==> config.mk <==
export PLATFORM = sky130hd
export DESIGN_NAME = cpu_clock_ctrl
export DESIGN_NICKNAME = d
export VERILOG_FILES = /design/src/rtl/clk_ctrl_pkg.sv /design/src/rtl/button_debouncer.sv /design/src/rtl/cpu_clock_ctrl.sv
export SDC_FILE = /design/constraint.sdc
export NUM_CORES = 1
export LEC_CHECK = 0
export ABC_AREA = 1
export CORE_ASPECT_RATIO = 1.1
export CORE_MARGIN = 2
export CORE_UTILIZATION = 40
export DETAILED_ROUTE_END_ITERATION = 16
export SLEW_MARGIN = 15
export SYNTH_ARGS = -nofsm -noshare
export SYNTH_HDL_FRONTEND = slang
export SYNTH_SLANG_ARGS = --single-unit
==> constraint.sdc <==
create_clock -name clk -period 1.74 [get_ports clk]
set_input_delay 0.435 -clock clk [delete_from_list [all_inputs] [get_ports clk]]
set_output_delay 0.435 -clock clk [all_outputs]
set_load 0.02 [all_outputs]
==> src/rtl/clk_ctrl_pkg.sv <==
// -----------------------------------------------------------------------------
// clk_ctrl_pkg
// Types shared by the CPU clock-source controller.
//   clk_state_t : FSM state of cpu_clock_ctrl.
//     STEP_IDLE - single-step mode, cpu_clk low, waiting for a button press
//     STEP_HI   - single-step high phase, one CPU clock pulse in progress
//     RUN_LO    - free-run low phase
//     RUN_HI    - free-run high phase
// -----------------------------------------------------------------------------
package clk_ctrl_pkg;

  typedef enum logic [1:0] {
    STEP_IDLE = 2'd0,
    STEP_HI   = 2'd1,
    RUN_LO    = 2'd2,
    RUN_HI    = 2'd3
  } clk_state_t;

endpackage : clk_ctrl_pkg

==> src/rtl/button_debouncer.sv <==
// -----------------------------------------------------------------------------
// button_debouncer
// Synchronizes an asynchronous push-button and accepts a new level only once
// it has held, on the synchronized signal, for CYCLES consecutive clk cycles.
// A registered one-cycle pulse marks each accepted 0->1 transition.
//
// Parameters
//   CYCLES : cycles a new synchronized level must persist before acceptance (>= 2)
// Ports
//   clk    in  : board clock
//   reset  in  : asynchronous, active-high reset
//   btn    in  : raw asynchronous button, active-high
//   level  out : debounced (stable) button level
//   press  out : one-cycle pulse, one cycle after level rises
//
// Latency: a button level sampled on edge E0 reaches the synchronized output
// at E1, is accepted into level at E1+CYCLES, and pulses press at E2+CYCLES.
// -----------------------------------------------------------------------------
module button_debouncer #(
  parameter int CYCLES = 1_000_000
) (
  input  logic clk,
  input  logic reset,
  input  logic btn,
  output logic level,
  output logic press
);

  localparam int             CW       = $clog2(CYCLES);
  localparam logic [CW-1:0]  CNT_LAST = CW'(CYCLES - 1);

  logic          sync1_q;
  logic          sync2_q;
  logic [CW-1:0] cnt_q,    cnt_d;
  logic          stable_q, stable_d;
  logic          stable_dly_q;
  logic          press_q;

  // The counter only runs while the synchronized input disagrees with the
  // accepted level; any agreement (a bounce back) restarts the qualification.
  always_comb begin
    // NOTE: every always_comb output gets a default first so no path can leave
    // it unassigned, which would otherwise infer a latch.
    cnt_d    = '0;
    stable_d = stable_q;
    if (sync2_q != stable_q) begin
      if (cnt_q == CNT_LAST) begin
        stable_d = sync2_q;
      end else begin
        cnt_d = cnt_q + 1'b1;
      end
    end
  end

  always_ff @(posedge clk or posedge reset) begin
    if (reset) begin
      sync1_q      <= 1'b0;
      sync2_q      <= 1'b0;
      cnt_q        <= '0;
      stable_q     <= 1'b0;
      stable_dly_q <= 1'b0;
      press_q      <= 1'b0;
    end else begin
      // NOTE: sequential state uses non-blocking assignments so every flop
      // samples the pre-edge value of the others, making the two-stage
      // synchronizer a real two-stage chain rather than a single wire.
      sync1_q      <= btn;
      sync2_q      <= sync1_q;
      cnt_q        <= cnt_d;
      stable_q     <= stable_d;
      stable_dly_q <= stable_q;
      press_q      <= stable_q & ~stable_dly_q;
    end
  end

  assign level = stable_q;
  assign press = press_q;

endmodule : button_debouncer

==> src/rtl/cpu_clock_ctrl.sv <==
// -----------------------------------------------------------------------------
// cpu_clock_ctrl
// CPU clock source for the TD4 board. Produces cpu_clk either free-running
// (RATIO board cycles per CPU period, 50% duty) or one pulse per debounced
// step-button press. Mode changes take effect only at phase boundaries, so a
// high phase is never shortened and the CPU never sees a runt pulse.
//
// Parameters
//   RATIO           : board cycles per CPU clock period (even, >= 2)
//   DEBOUNCE_CYCLES : step-button debounce qualification time (>= 2)
// Ports
//   clk      in  : board clock
//   reset    in  : asynchronous, active-high reset
//   run_mode in  : async switch, 1 = free-run, 0 = single-step
//   step_btn in  : async push-button, active-high
//   cpu_clk  out : registered CPU clock
//   cpu_tick out : registered pulse in the first clk cycle cpu_clk is high
//   running  out : registered, high while in RUN_LO / RUN_HI
// -----------------------------------------------------------------------------
module cpu_clock_ctrl
  import clk_ctrl_pkg::*;
#(
  parameter int RATIO           = 100_000_000,
  parameter int DEBOUNCE_CYCLES = 1_000_000
) (
  input  logic clk,
  input  logic reset,
  input  logic run_mode,
  input  logic step_btn,
  output logic cpu_clk,
  output logic cpu_tick,
  output logic running
);

  localparam int            HALF     = RATIO / 2;
  // RATIO = 2 gives single-cycle phases; keep the counter at least one bit.
  localparam int            CW       = (HALF > 1) ? $clog2(HALF) : 1;
  localparam logic [CW-1:0] CNT_LAST = CW'(HALF - 1);

  logic          run_meta_q;
  logic          run_sync_q;
  logic          press;
  logic          unused_btn_level;   // debounced level, kept for debug probing

  clk_state_t    state_q, state_d;
  logic [CW-1:0] cnt_q,   cnt_d;
  logic          phase_end;
  logic          cpu_clk_q, cpu_tick_q, running_q;
  logic          hi_d, hi_q;

  button_debouncer #(
    .CYCLES (DEBOUNCE_CYCLES)
  ) u_step_debounce (
    .clk   (clk),
    .reset (reset),
    .btn   (step_btn),
    .level (unused_btn_level),
    .press (press)
  );

  assign phase_end = (cnt_q == CNT_LAST);

  always_comb begin
    state_d = state_q;
    unique case (state_q)
      // Run mode outranks a coincident press; that press is simply lost.
      STEP_IDLE: begin
        if (run_sync_q)  state_d = RUN_LO;
        else if (press)  state_d = STEP_HI;
      end
      STEP_HI: begin
        if (phase_end)   state_d = run_sync_q ? RUN_LO : STEP_IDLE;
      end
      // A low phase may be abandoned at once: cpu_clk is already low, so
      // leaving early cannot produce a runt pulse.
      RUN_LO: begin
        if (!run_sync_q) state_d = STEP_IDLE;
        else if (phase_end) state_d = RUN_HI;
      end
      RUN_HI: begin
        if (phase_end)   state_d = run_sync_q ? RUN_LO : STEP_IDLE;
      end
      default:           state_d = STEP_IDLE;
    endcase
  end

  // Every timed state exits on phase_end, so a state change is the only
  // place the counter needs to restart; STEP_IDLE holds it at zero.
  always_comb begin
    if (state_d != state_q || state_q == STEP_IDLE) cnt_d = '0;
    else                                           cnt_d = cnt_q + 1'b1;
  end

  assign hi_q = (state_q == STEP_HI) || (state_q == RUN_HI);
  assign hi_d = (state_d == STEP_HI) || (state_d == RUN_HI);

  always_ff @(posedge clk or posedge reset) begin
    if (reset) begin
      run_meta_q <= 1'b0;
      run_sync_q <= 1'b0;
      state_q    <= STEP_IDLE;
      cnt_q      <= '0;
      cpu_clk_q  <= 1'b0;
      cpu_tick_q <= 1'b0;
      running_q  <= 1'b0;
    end else begin
      run_meta_q <= run_mode;
      run_sync_q <= run_meta_q;
      state_q    <= state_d;
      cnt_q      <= cnt_d;
      // Outputs decode the next state so they switch on the same edge as
      // the state register, glitch-free and without an extra cycle of lag.
      cpu_clk_q  <= hi_d;
      cpu_tick_q <= hi_d & ~hi_q;
      running_q  <= (state_d == RUN_LO) || (state_d == RUN_HI);
    end
  end

  assign cpu_clk  = cpu_clk_q;
  assign cpu_tick = cpu_tick_q;
  assign running  = running_q;

endmodule : cpu_clock_ctrl

==> results.json <==
{
  "status": "completed",
  "final_cell_area_um2": 3630,
  "hold_viol": 0,
  "finalCritPeriodShare_pct": 97.0,
  "min_from": "u_step_debounce.sync1_q",
  "period_minus_slack_ns": 1.69,
  "cp.depth": 12,
  "synth_common_cells": "nor2_1, nand2_1, dfrtp_1, inv_1, nand3_1",
  "synth.most_common_cell": "nor2_1",
  "pin_count": 7,
  "cp_slowest_cell": "dfrtp_1",
  "cp_common_cell": "nand2_2",
  "clkSinkCount": 57,
  "seq_area_um2": 1430,
  "clockBufferDepth": 2,
  "syn_inst": 384,
  "die_area_um2": 8270,
  "ys_ff_latch": 57,
  "rsz0062_at_grt": "true",
  "grt_max_degree": 25,
  "grt.overflow.total": 0,
  "relSlewSlack_pct": 73.2,
  "setup_viol": 0,
  "grt_pass1_wl_mm": 11.0,
  "crit_path_cell_trace": "ha_2, nand2_2, nor2_4, nand2_2, nor2_2, nand2_1, nand2_2, nand3_2, nand2_2, nand2_4, buf_12, nor2_4",
  "cts_root_buf": "clkbuf_8",
  "topRoutingLayerUsed": "met4",
  "r2r-end": "cnt_q[9]",
  "synth_edf_count": 0,
  "yosys_warnings": 0,
  "start_util_pct": 40.9,
  "via_count": 2471,
  "core-area_um2": 7390,
  "yosysTopAreaCell": "dfrtp_1",
  "reg2reg_setup_slack_ns": 0.05,
  "antennaDiodeCount": 0,
  "area_delta_synth_final_pct": 20.2,
  "required_ns": 2.00,
  "r2r-start": "cnt_q[1]",
  "dpl_cell_area_um2": 3340,
  "row_count": 33,
  "synth_top_cell_area_share_pct": 47.2,
  "detail_route.iter0.violations": 136,
  "wl_met2_mm": 3.16,
  "h-tree-depth": 3,
  "cp_max_fo": 14,
  "critical-path-top-delay-family": "simple AND/OR/NAND/NOR gates",
  "met3_length_um": 221,
  "synth-async-reset-ratio_pct": 100,
  "grt_pass1_vias": 2378,
  "min_path_type": "flip-flop to flip-flop",
  "route.antenna.remaining_nets": 0,
  "antenna_found_initial": 0,
  "wl_met1_mm": 2.84,
  "fillerInstances": 717,
  "max-cap-violations": 0,
  "ys.flop_type": "dfrtp_1",
  "multi_input_area_um2": 1410,
  "critical_path_class": "flip-flop to flip-flop",
  "skew_ns": 0.00780,
  "worst-path-buf-inv": 1,
  "dieHeight_um": 95.2,
  "p_per_area_nw_per_um2": 759,
  "clkTransAtPathRegs_ns": 0.07,
  "gp_congestion": 0.960,
  "drive_gt1_share_pct": 17.7,
  "insertion_delay_ns": 0.33,
  "cp-start-kind": "flip-flop",
  "fmax_mhz": 593,
  "ys_seq_area_share_pct": 47.2,
  "drt-vias-per-instance": 4.85,
  "vdd_ir_drop_max_mv": 0.400,
  "crit_path_max_incr_delay_ns": 0.36,
  "io_buffers": 6,
  "fin_nets": 424,
  "syn_nets": 390,
  "yosys-top-cells-area": "dfrtp_1, nor2_1, nand2_1",
  "finalWirelength_mm": 6.38,
  "synthDistinctLibCells": 26,
  "syn_area_um2": 3020,
  "dp_hpwl_mm": 4.76,
  "finalMaxSlewViolations": 0,
  "min_to": "u_step_debounce.sync2_q",
  "drtPass1Iterations": 4,
  "cellLeakagePower_uw": 0.00158,
  "routedWlPerCell_um": 12.5,
  "holdPathStages": 0,
  "worstRegToRegCells": 12,
  "tightestPinTransition_ns": 0.401,
  "crit_path_end_kind": "flip-flop",
  "drc_errors": 0,
  "numCtsBuffers": 9,
  "arrival_ns": 1.95,
  "die_w_um": 86.9,
  "syn_area_per_cell_um2": 7.87,
  "grt_usage_pct": 17.3,
  "fin_hold_ws_ns": 0.346,
  "cts_tree": "yes"
}
## registers in the layout, summed over array words and instances, names as in the netlist
| signal | flops |
|---|---|
| cpu_tick | 1 |
| run_sync_q | 1 |
| state_q | 1 |
| cpu_clk | 1 |
| cnt_q | 26 |
| u_step_debounce.press | 1 |
| u_step_debounce.sync2_q | 1 |
| run_meta_q | 1 |
| u_step_debounce.sync1_q | 1 |
| u_step_debounce.cnt_q | 20 |
| running | 1 |
| u_step_debounce.stable_dly_q | 1 |
| u_step_debounce.level | 1 |
## routing by layer
metal  track usage [%]  up-vias
met5                 0        -
met4              6.51        0
met3              5.28       16
met2              29.8       49
met1              20.2     1141
li1                  -     1265
## final cells by class
cell class | instances | share of cell area [%]
clock buffers | 12 | 4.55
multi-input cells | 271 | 38.9
inverters | 52 | 5.48
well taps | 87 | 3.00
clock inverters | 4 | 1.38
flip-flops and latches | 57 | 39.3
repair buffers | 27 | 7.41
## logic make-up (layout without fill, tap and decap cells)
kind of cell / count (synthesis) / count (layout) / share of synthesized area [%]
simple gates: 231 / 231 / 34.3
buf+inv: 56 / 95 / 7.54
xor+xnor: 30 / 30 / 8.70
fa+ha+maj: 2 / 2 / 0.828
flops: 57 / 57 / 47.2
compound gates: 8 / 8 / 1.45
## metrics by stage
step | setup slack (ns) | cells | util, % | setup TNS, ns | power, uW
detailed placement | 0.0528 | 490 | 45.2 | 0 | 1480
finish | 0.0526 | 510 | 49.1 | 0 | 2760
global route | -0.0894 | 510 | 49.1 | -1.98 | 2870
global placement | 0.0776 | 490 | 45.2 | 0 | 1480
CTS | 0.0166 | 506 | 48.1 | 0 | 2800
floorplan | 0.190 | 384 | - | 0 | 1430
## cells in the final DEF (no fill, tap or decap), drive strengths merged
cell	instances
a21oi	4
a41oi	1
and3	1
buf	21
bufinv	1
clkbuf	12
clkdlybuf4s50	4
clkinv	1
clkinvlp	3
dfrtp	57
dlygate4sd2	1
dlymetal6s2s	1
ha	2
inv	51
nand2	79
nand3	25
nand3b	1
nand4	12
nor2	95
nor3	12
nor3b	1
nor4	5
o21ai	3
xnor2	9
xor2	21
## worst max path at each step
stage | startpoint | endpoint
after global routing | cnt_q[1] | cnt_q[9]
after CTS | cpu_tick | cpu_tick
after detailed placement | cnt_q[0] | cnt_q[25]
after global placement | cnt_q[0] | cnt_q[10]
final | cnt_q[1] | cnt_q[9]
after floorplan | cnt_q[0] | cnt_q[14]
## worst reg2reg max path, stage by stage (launching register included)
cell and delay [ns]:
dfrtp_1 0.36, ha_2 0.19, nand2_2 0.06, nor2_4 0.16, nand2_2 0.07, nor2_2 0.08, nand2_1 0.08, nand2_2 0.11
nand3_2 0.09, nand2_2 0.10, nand2_4 0.07, buf_12 0.16, nor2_4 0.09
## where the power goes
group | switching, uW | leakage, uW | total [uW] | internal [uW]
logic | 68.6 | 0.000695 | 114 | 44.9
registers | 8.78 | 0.000781 | 1350 | 1340
clock network | 520 | 0.000105 | 1300 | 775
## what timing repair did
action / CTS / global route
gates resized for setup: 1 / 16
hold buffers: 0 / 0
setup buffers: 0 / 4
setup endpoints to repair: 1 / 39
pin swaps: 0 / 2
hold endpoints to repair: 0 / 0
Note: power is estimated with default switching activity, not from simulation.
